==> src/rtl/uart_tx_arbiter.sv <==
// uart_tx_arbiter: round-robin arbiter that shares one uart_tx serializer
// between N byte-wide debug/trace requesters.
//
// Optional feature macro: UART_ARB_SRC_TAG_EN. When defined, every granted
// byte is preceded by a tag byte 8'h30+grant_id sent as a full transfer.
//
// Ports:
//   clk, reset   system clock, asynchronous active-high reset
//   req_valid    [N]     requester i has a byte pending
//   req_byte     [8*N]   byte of requester i at [8i+7:8i]
//   req_ready    [N]     one-cycle capture pulse to the granted requester
//   uart_valid           data_valid to uart_tx
//   uart_byte    [8]     byte to uart_tx, stable from LOAD until IDLE
//   uart_busy            busy from uart_tx
//   grant_id     [IDW]   index of the requester being served
//   active               high in every state except IDLE
//   err_timeout          one-cycle pulse when a START timeout aborts a transfer
module uart_tx_arbiter #(
  parameter int unsigned N             = 4,
  parameter int unsigned IDW           = 2,
  parameter int unsigned START_TIMEOUT = 255
) (
  input  logic             clk,
  input  logic             reset,
  input  logic [N-1:0]     req_valid,
  input  logic [8*N-1:0]   req_byte,
  output logic [N-1:0]     req_ready,
  output logic             uart_valid,
  output logic [7:0]       uart_byte,
  input  logic             uart_busy,
  output logic [IDW-1:0]   grant_id,
  output logic             active,
  output logic             err_timeout
);

  localparam int unsigned CNTW = 8;

  typedef enum logic [2:0] {
    S_IDLE,
    S_LOAD,
    S_START,
    S_DRAIN,
    S_GAP
  } state_t;

  state_t          r_state;
  logic [IDW-1:0]  r_last;
  logic [IDW-1:0]  r_grant;
  logic [CNTW-1:0] r_cnt;
  logic [N-1:0]    r_req_ready;
  logic            r_uart_valid;
  logic [7:0]      r_uart_byte;
  logic            r_active;
  logic            r_err;
`ifdef UART_ARB_SRC_TAG_EN
  logic            r_tag_phase;
  logic [7:0]      r_data;
`endif

  logic [7:0]      w_byte [N];
  logic            w_pick_vld;
  logic [IDW-1:0]  w_pick_id;

  // Unpack the flat request byte bus into one byte per requester.
  for (genvar gi = 0; gi < N; gi++) begin : g_unpack
    assign w_byte[gi] = req_byte[8*gi +: 8];
  end

  // Round-robin pick: first valid requester after r_last, wrapping. Offsets are
  // scanned from farthest to nearest so the nearest valid one wins.
  always_comb begin
    int unsigned idx;
    w_pick_vld = 1'b0;
    w_pick_id  = '0;
    idx        = 0;
    for (int k = N; k >= 1; k--) begin
      idx = (32'(r_last) + 32'(k)) % N;
      if (req_valid[IDW'(idx)]) begin
        w_pick_vld = 1'b1;
        w_pick_id  = IDW'(idx);
      end
    end
  end

  // Transfer sequencer: IDLE -> LOAD -> START -> DRAIN -> GAP -> IDLE.
  always_ff @(posedge clk or posedge reset) begin
    if (reset) begin
      r_state      <= S_IDLE;
      r_last       <= IDW'(N - 1);
      r_grant      <= '0;
      r_cnt        <= '0;
      r_req_ready  <= '0;
      r_uart_valid <= 1'b0;
      r_uart_byte  <= '0;
      r_active     <= 1'b0;
      r_err        <= 1'b0;
`ifdef UART_ARB_SRC_TAG_EN
      r_tag_phase  <= 1'b0;
      r_data       <= '0;
`endif
    end else begin
      r_req_ready <= '0;
      r_err       <= 1'b0;
      case (r_state)
        S_IDLE: begin
          if (w_pick_vld) begin
            r_grant  <= w_pick_id;
            r_last   <= w_pick_id;
            r_active <= 1'b1;
            r_state  <= S_LOAD;
`ifdef UART_ARB_SRC_TAG_EN
            // Tag goes first; the data byte is held until the tag has drained.
            r_uart_byte <= 8'h30 + 8'(w_pick_id);
            r_data      <= w_byte[w_pick_id];
            r_tag_phase <= 1'b1;
`else
            r_uart_byte <= w_byte[w_pick_id];
            r_req_ready <= N'(1) << w_pick_id;
`endif
          end
        end
        S_LOAD: begin
          r_uart_valid <= 1'b1;
          r_cnt        <= '0;
          r_state      <= S_START;
        end
        S_START: begin
          // busy already high on entry is accepted as the start edge
          if (uart_busy) begin
            r_uart_valid <= 1'b0;
            r_state      <= S_DRAIN;
          end else if (r_cnt == CNTW'(START_TIMEOUT - 1)) begin
            r_uart_valid <= 1'b0;
            r_err        <= 1'b1;
            r_state      <= S_GAP;
`ifdef UART_ARB_SRC_TAG_EN
            // Abort both bytes but release the requester so it cannot hang.
            if (r_tag_phase) begin
              r_tag_phase <= 1'b0;
              r_req_ready <= N'(1) << r_grant;
            end
`endif
          end else begin
            r_cnt <= r_cnt + CNTW'(1);
          end
        end
        S_DRAIN: begin
          if (!uart_busy) r_state <= S_GAP;
        end
        S_GAP: begin
`ifdef UART_ARB_SRC_TAG_EN
          if (r_tag_phase) begin
            r_tag_phase <= 1'b0;
            r_uart_byte <= r_data;
            r_req_ready <= N'(1) << r_grant;
            r_state     <= S_LOAD;
          end else begin
            r_active <= 1'b0;
            r_state  <= S_IDLE;
          end
`else
          r_active <= 1'b0;
          r_state  <= S_IDLE;
`endif
        end
        default: begin
          r_active <= 1'b0;
          r_state  <= S_IDLE;
        end
      endcase
    end
  end

  assign req_ready   = r_req_ready;
  assign uart_valid  = r_uart_valid;
  assign uart_byte   = r_uart_byte;
  assign grant_id    = r_grant;
  assign active      = r_active;
  assign err_timeout = r_err;

endmodule

==> config.mk <==
export PLATFORM = sky130hd
export DESIGN_NAME = uart_tx_arbiter
export DESIGN_NICKNAME = d
export VERILOG_FILES = /design/src/rtl/uart_tx_arbiter.sv
export SDC_FILE = /design/constraint.sdc
export NUM_CORES = 1
export LEC_CHECK = 0
export BUFFER_PORTS_ARGS = -buffer_cell sky130_fd_sc_hd__buf_2
export CAP_MARGIN = 10
export CORE_MARGIN = 4
export CORE_UTILIZATION = 45
export DETAILED_ROUTE_END_ITERATION = 16
export HOLD_SLACK_MARGIN = 0.15
export PLACE_DENSITY = 0.71
export SYNTH_ARGS = -nofsm -noshare
export SYNTH_HDL_FRONTEND = slang
export SYNTH_SLANG_ARGS = --single-unit
==> constraint.sdc <==
create_clock -name clk -period 2 [get_ports clk]
set_input_delay 0.5 -clock clk [delete_from_list [all_inputs] [get_ports clk]]
set_output_delay 0.5 -clock clk [all_outputs]
set_load 0.01 [all_outputs]
## After elaboration in Yosys (flattened, before gate mapping)

Index checks and enable logic that the tools add are counted.

| storage, ports and cells | value |
|---|---|
| register bits after elaboration | 30 |
| output and inout port bits | 17 |

| cells by class | value |
|---|---|
| $add $sub $neg | 5 |
| $lt $le $gt $ge | 5 |
| equal/unequal tests | 9 |
| shifts and indexed selects | 1 |
| multiplexer cells | 37 |
| bitwise operators | 2 |
| reductions and logical operators | 8 |

Operator list:

| cell | count |
|---|---|
| $mux 8 | 4 |
| $bmux 8 s2 | 1 |
| $pmux 8 s2 | 1 |
| $mux 1 | 14 |
| $lt 2x3->1 const B | 4 |
| $mux 3 | 4 |
| $pmux 3 s4 | 1 |
| $add 8x1->8 const B | 1 |
| $bmux 1 s2 | 4 |
| $eq 8x8->1 const B | 1 |
| $mux 2 | 4 |
| $mux 4 | 2 |
| $ne 2x2->1 const B | 4 |
| $eq 3x2->1 const B | 2 |
| $reduce_and 2->1 | 3 |
| $reduce_and 3->1 | 2 |
| $add 2x1->2 const B | 2 |
| $add 2x2->2 const B | 2 |
| $pmux 1 s2 | 2 |
| $shl 1x2->4 const A | 1 |
| $eq 3x1->1 const B | 1 |
| $ge 3x3->1 const B | 1 |
| $logic_not 3->1 | 1 |
| $ne 3x3->1 const B | 1 |
| other kinds (4) | 4 |

## Logic depth before layout (Yosys ltp)

| depth | value |
|---|---|
| depth in word-level cells | 11 |
| depth in mapped cells | 8 |
| mapped depth without buffers | 7 |

## Worst setup path after synthesis

Ideal clock, no wire load.

| timing path | value |
|---|---|
| kind | input -> register |
| start | input port req_valid[0] |
| end | register r_uart_byte[4], in the netlist uart_byte[4] |
| setup time | 0.141 ns |
| data arrival time | 1.723 ns |
| required time | 1.859 ns |
| path slack | 0.135 ns |
| cell stages on the path | 8 |
| buffers on the path | 3 |
| cells stage by stage | nand2b_1 -> a21bo_2 -> clkbuf_2 -> and3_1 -> buf_2 -> buf_4 -> a211oi_1 -> a211oi_1 |

| on the way | value |
|---|---|
| word-level cells in the longest chain between the ends | 10 |
| elaborated cells on any way between the ends | 21 |

RTL lines:

| what | RTL line | source |
|---|---|---|
| start: declaration | 25 | `input logic [N-1:0] req_valid,` |
| $bmux 1 s2 | 78 | `if (req_valid[IDW'(idx)]) begin` |
| $mux 1 (not written as such) | 78 |  |
| $mux 2 (4 in a row) | 78 |  |
| $not 2->3 (not written as such) | 117 | `r_uart_byte <= w_byte[w_pick_id];` |
| $bmux 8 s2 | 117 |  |
| $mux 8 (not written as such) (2 in a row) | 117 |  |
| end signal: assignment | 117 |  |
| end: declaration | 52 | `logic [7:0] r_uart_byte;` |

Parallel ways exist; a longest one is shown, timed or not. The select of a mux whose other input is x is not followed.
A chain may end at the register's enable or synchronous reset.

## Worst setup path in the final report

| timing path | value |
|---|---|
| start | register r_state[0] |
| end | register r_cnt[7] |

| on the way | value |
|---|---|
| word-level cells in the longest chain between the ends | 3 |
| elaborated cells on any way between the ends | 7 |

RTL lines:

| what | RTL line | source |
|---|---|---|
| start: declaration | 46 | `state_t r_state;` |
| start signal: assignment | 88 | `r_state <= S_IDLE;` |
| start signal: assignment | 110 | `r_state <= S_LOAD;` |
| start signal: assignment | 125 | `r_state <= S_START;` |
| $eq 3x2->1 or $eq 3x1->1 (tied branches) | 104 | `case (r_state)` |
| $ne 2x2->1 (no source line) or $reduce_bool 2->1 (tied branches) | n/a |  |
| $reduce_and 3->1 (no source line) | n/a |  |
| end signal: assignment | 144 | `r_cnt <= r_cnt + CNTW'(1);` |
| end: declaration | 49 | `logic [CNTW-1:0] r_cnt;` |

Parallel ways exist; a longest one is shown, timed or not.

==> run metrics <==
outcome finished, final reports clean; top cell types by occurrence after synthesis dfrtp_1 (28), nor2_1 (22), a211oi_1 (16); f_max 543 MHz; Slew HR 0.690; most common cell in the synthesized netlist dfrtp_1; global route overflow 0; worst reg-to-reg setup slack 160 ps; Reg2Reg Depth 4; power density over the cells between 1000 and 1500 mW/mm2; clk_lat worst skew around 330 ps; layout cells sized above 1 0.369; DP Area just under 0.002 mm2; Post-synth EDFFs 0; Post-Syn Instances between 150 and 200; antenna-violating nets left 0; RSZ-0062 raised after global routing no; Critical Path Max Stage Delay between 500 and 600 ps; first-pass GRT wire length approximately 6 mm; final non-filler cell area slightly above 0.002 mm2; post-synth cell types 36; Reg clk slew, reported paths 100 ps; cell chain of the critical path or4b_4, a211o_1, or3_1, a21oi_1; First DRT Iteration DRCs 73; min Tclk post-route approximately 1800 ps; H-tree depth 2; CTS tree done; # Post-CTS Setup Buffers 0; Total Neg Setup Slack 0 ps; dominant cells by area after synthesis dfrtp_1 (44%), a211oi_1 (7.6%), nor2_1 (5.2%); Die Area 0.00452 mm2; leakage around 1.0 nW; fin nets about 280; io pins 56; core area ~0.0034 mm2; Vias around 1.5k; Reg2Reg Launch Point r_state[0]$_DFFE_PP0P_; Syn Nets around 210; area leader, netlist dfrtp_1; CP Capture Type register; die width a little under 70 um; VDD IR max just under 0.0008 V; mapped cell area between 0.0015 and 0.002 mm2; initial antenna violation count 0; hold slack 212 ps; HPWL Detailed about 2.7 mm; Starting Density 0.469; Worst setup SP type register; CP required between 2000 and 2500 ps; Worst path slowest cell or4b_4; number of global-route vias before repair 1423; WL/cell 12.5 um; P&R area growth vs syn 30.2%; CTS resizes 1; largest net degree at the start of global routing 31; Crit Path Max Fanout 5; Pre-antenna DRT Iters 4; top_reg_cell synth dfrtp_1; Die H a little under 70 um; Yosys top cell area share 0.444; CP arrival 2110 ps; DP Cell Count between 200 and 300; #FFs+latches synth 30; HP Class in2async; Tightest Pin Transition around 460 ps; # hold bufs at CTS 0; Row Count 21; Total GRT Usage 0.182; fraction of registers with async set/reset 1.00; clock root buffer clkbuf_4; Max-cap violations 0; Worst Skew about 13 ps; Num CTS Buffers 5; register area share after synthesis 0.477; Setup violations, final 0; Hold Fails Final Rpt 0; fin cells 282; clock buffer depth 2; fin. max-slew vios 0; Vias/cell about 5.2; critical path class reg2reg; Final Routed Wirelength approximately 3.5 mm; DRC 0; Synth warnings 0; Tcrit/Tclk final 0.922; Worst R2R End r_cnt[7]$_DFFE_PP0P_; Clock Sinks 30; Routability Congestion ~0.8; antenna fix cells 0; PortBufs 55; syn avg cell area around 9.5 um2
==> metal layers <==
metal | GRT usage | share of wire
met5 | 0 | 0
met4 | 0.0987 | 0.017
met3 | 0.0532 | 0.071
met2 | 0.292 | 0.49
met1 | 0.219 | 0.42
==> power breakdown <==
part / switching, mW / leakage (nW) / internal (mW) / total [mW]
Sequential: 0.133 / 0.372 / 0.832 / 0.965
Clock: 0.215 / 0.0343 / 0.169 / 0.384
Combinational: 0.630 / 0.632 / 0.544 / 1.17
Total: 0.978 / 1.04 / 1.54 / 2.52
==> cell type report <==
class                      instances  area (um2)
clock buffer                       6        51.3
inverter                          13        48.8
multi-input combinational        114         737
timing repair buffer              71         395
tap                               46        57.6
fill                             325        1310
clock inverter                     2        12.5
sequential                        30         753
==> sequential cells by signal, summed over array words and instances, names as in the netlist <==
name and cells:
grant_id 2, r_state 3, active 1, err_timeout 1
uart_byte 8, req_ready 4, r_last 2, uart_valid 1
r_cnt 8
==> worst max-delay path, delay by kind of cell (launching register included) <==
| kind | cells | cell delay, ps |
|---|---|---|
| compound gates | 2 | 460 |
| flops | 1 | 430 |
| simple gates | 2 | 900 |
==> worst max path at each step <==
| stage | start | endpoint | slack [ps] | cells after the start |
|---|---|---|---|---|
| after CTS | r_last[1]$_DFFE_PP1P_ | uart_byte[6]$_DFFE_PP0P_ | 120 | 4 |
| after detailed placement | req_valid[0] | uart_byte[0]$_DFFE_PP0P_ | -190 | 5 |
| after floorplan | req_valid[0] | uart_byte[4]$_DFFE_PP0P_ | 140 | 8 |
| after global routing | r_state[0]$_DFFE_PP0P_ | r_cnt[7]$_DFFE_PP0P_ | 30 | 4 |
| after global placement | req_valid[1] | uart_byte[6]$_DFFE_PP0P_ | -170 | 6 |
| final | r_state[0]$_DFFE_PP0P_ | r_cnt[7]$_DFFE_PP0P_ | 160 | 4 |
==> logic make-up after synthesis <==
group / count (synthesis) / share of synthesized area
simple gates: 51 / 0.163
compound gates: 48 / 0.205
flops: 30 / 0.477
buf+inv: 23 / 0.0602
mux: 8 / 0.0507
xor+xnor: 5 / 0.0277
fa+ha+maj: 2 / 0.0158
==> layout by cell type (no fill, tap or decap), drive strengths merged, types with 3 or more instances in the layout <==
cell	instances
buf	71
dfrtp	28
nor2	22
a211oi	16
inv	13
a31oi	10
a21oi	8
mux2i	8
nand2b	6
clkbuf	6
and3	5
nand2	5
o21ai	5
xor2	4
a21o	3
==> metrics by stage <==
step | utilization | setup slack (ps) | total power, mW
after global placement | 0.590 | -165 | 2.14
after floorplan | - | 135 | 1.73
after global routing | 0.611 | 30.6 | 2.75
final | 0.611 | 157 | 2.52
after CTS | 0.610 | 121 | 2.55
after detailed placement | 0.590 | -186 | 2.16
Power figures use the tool's default switching activity.
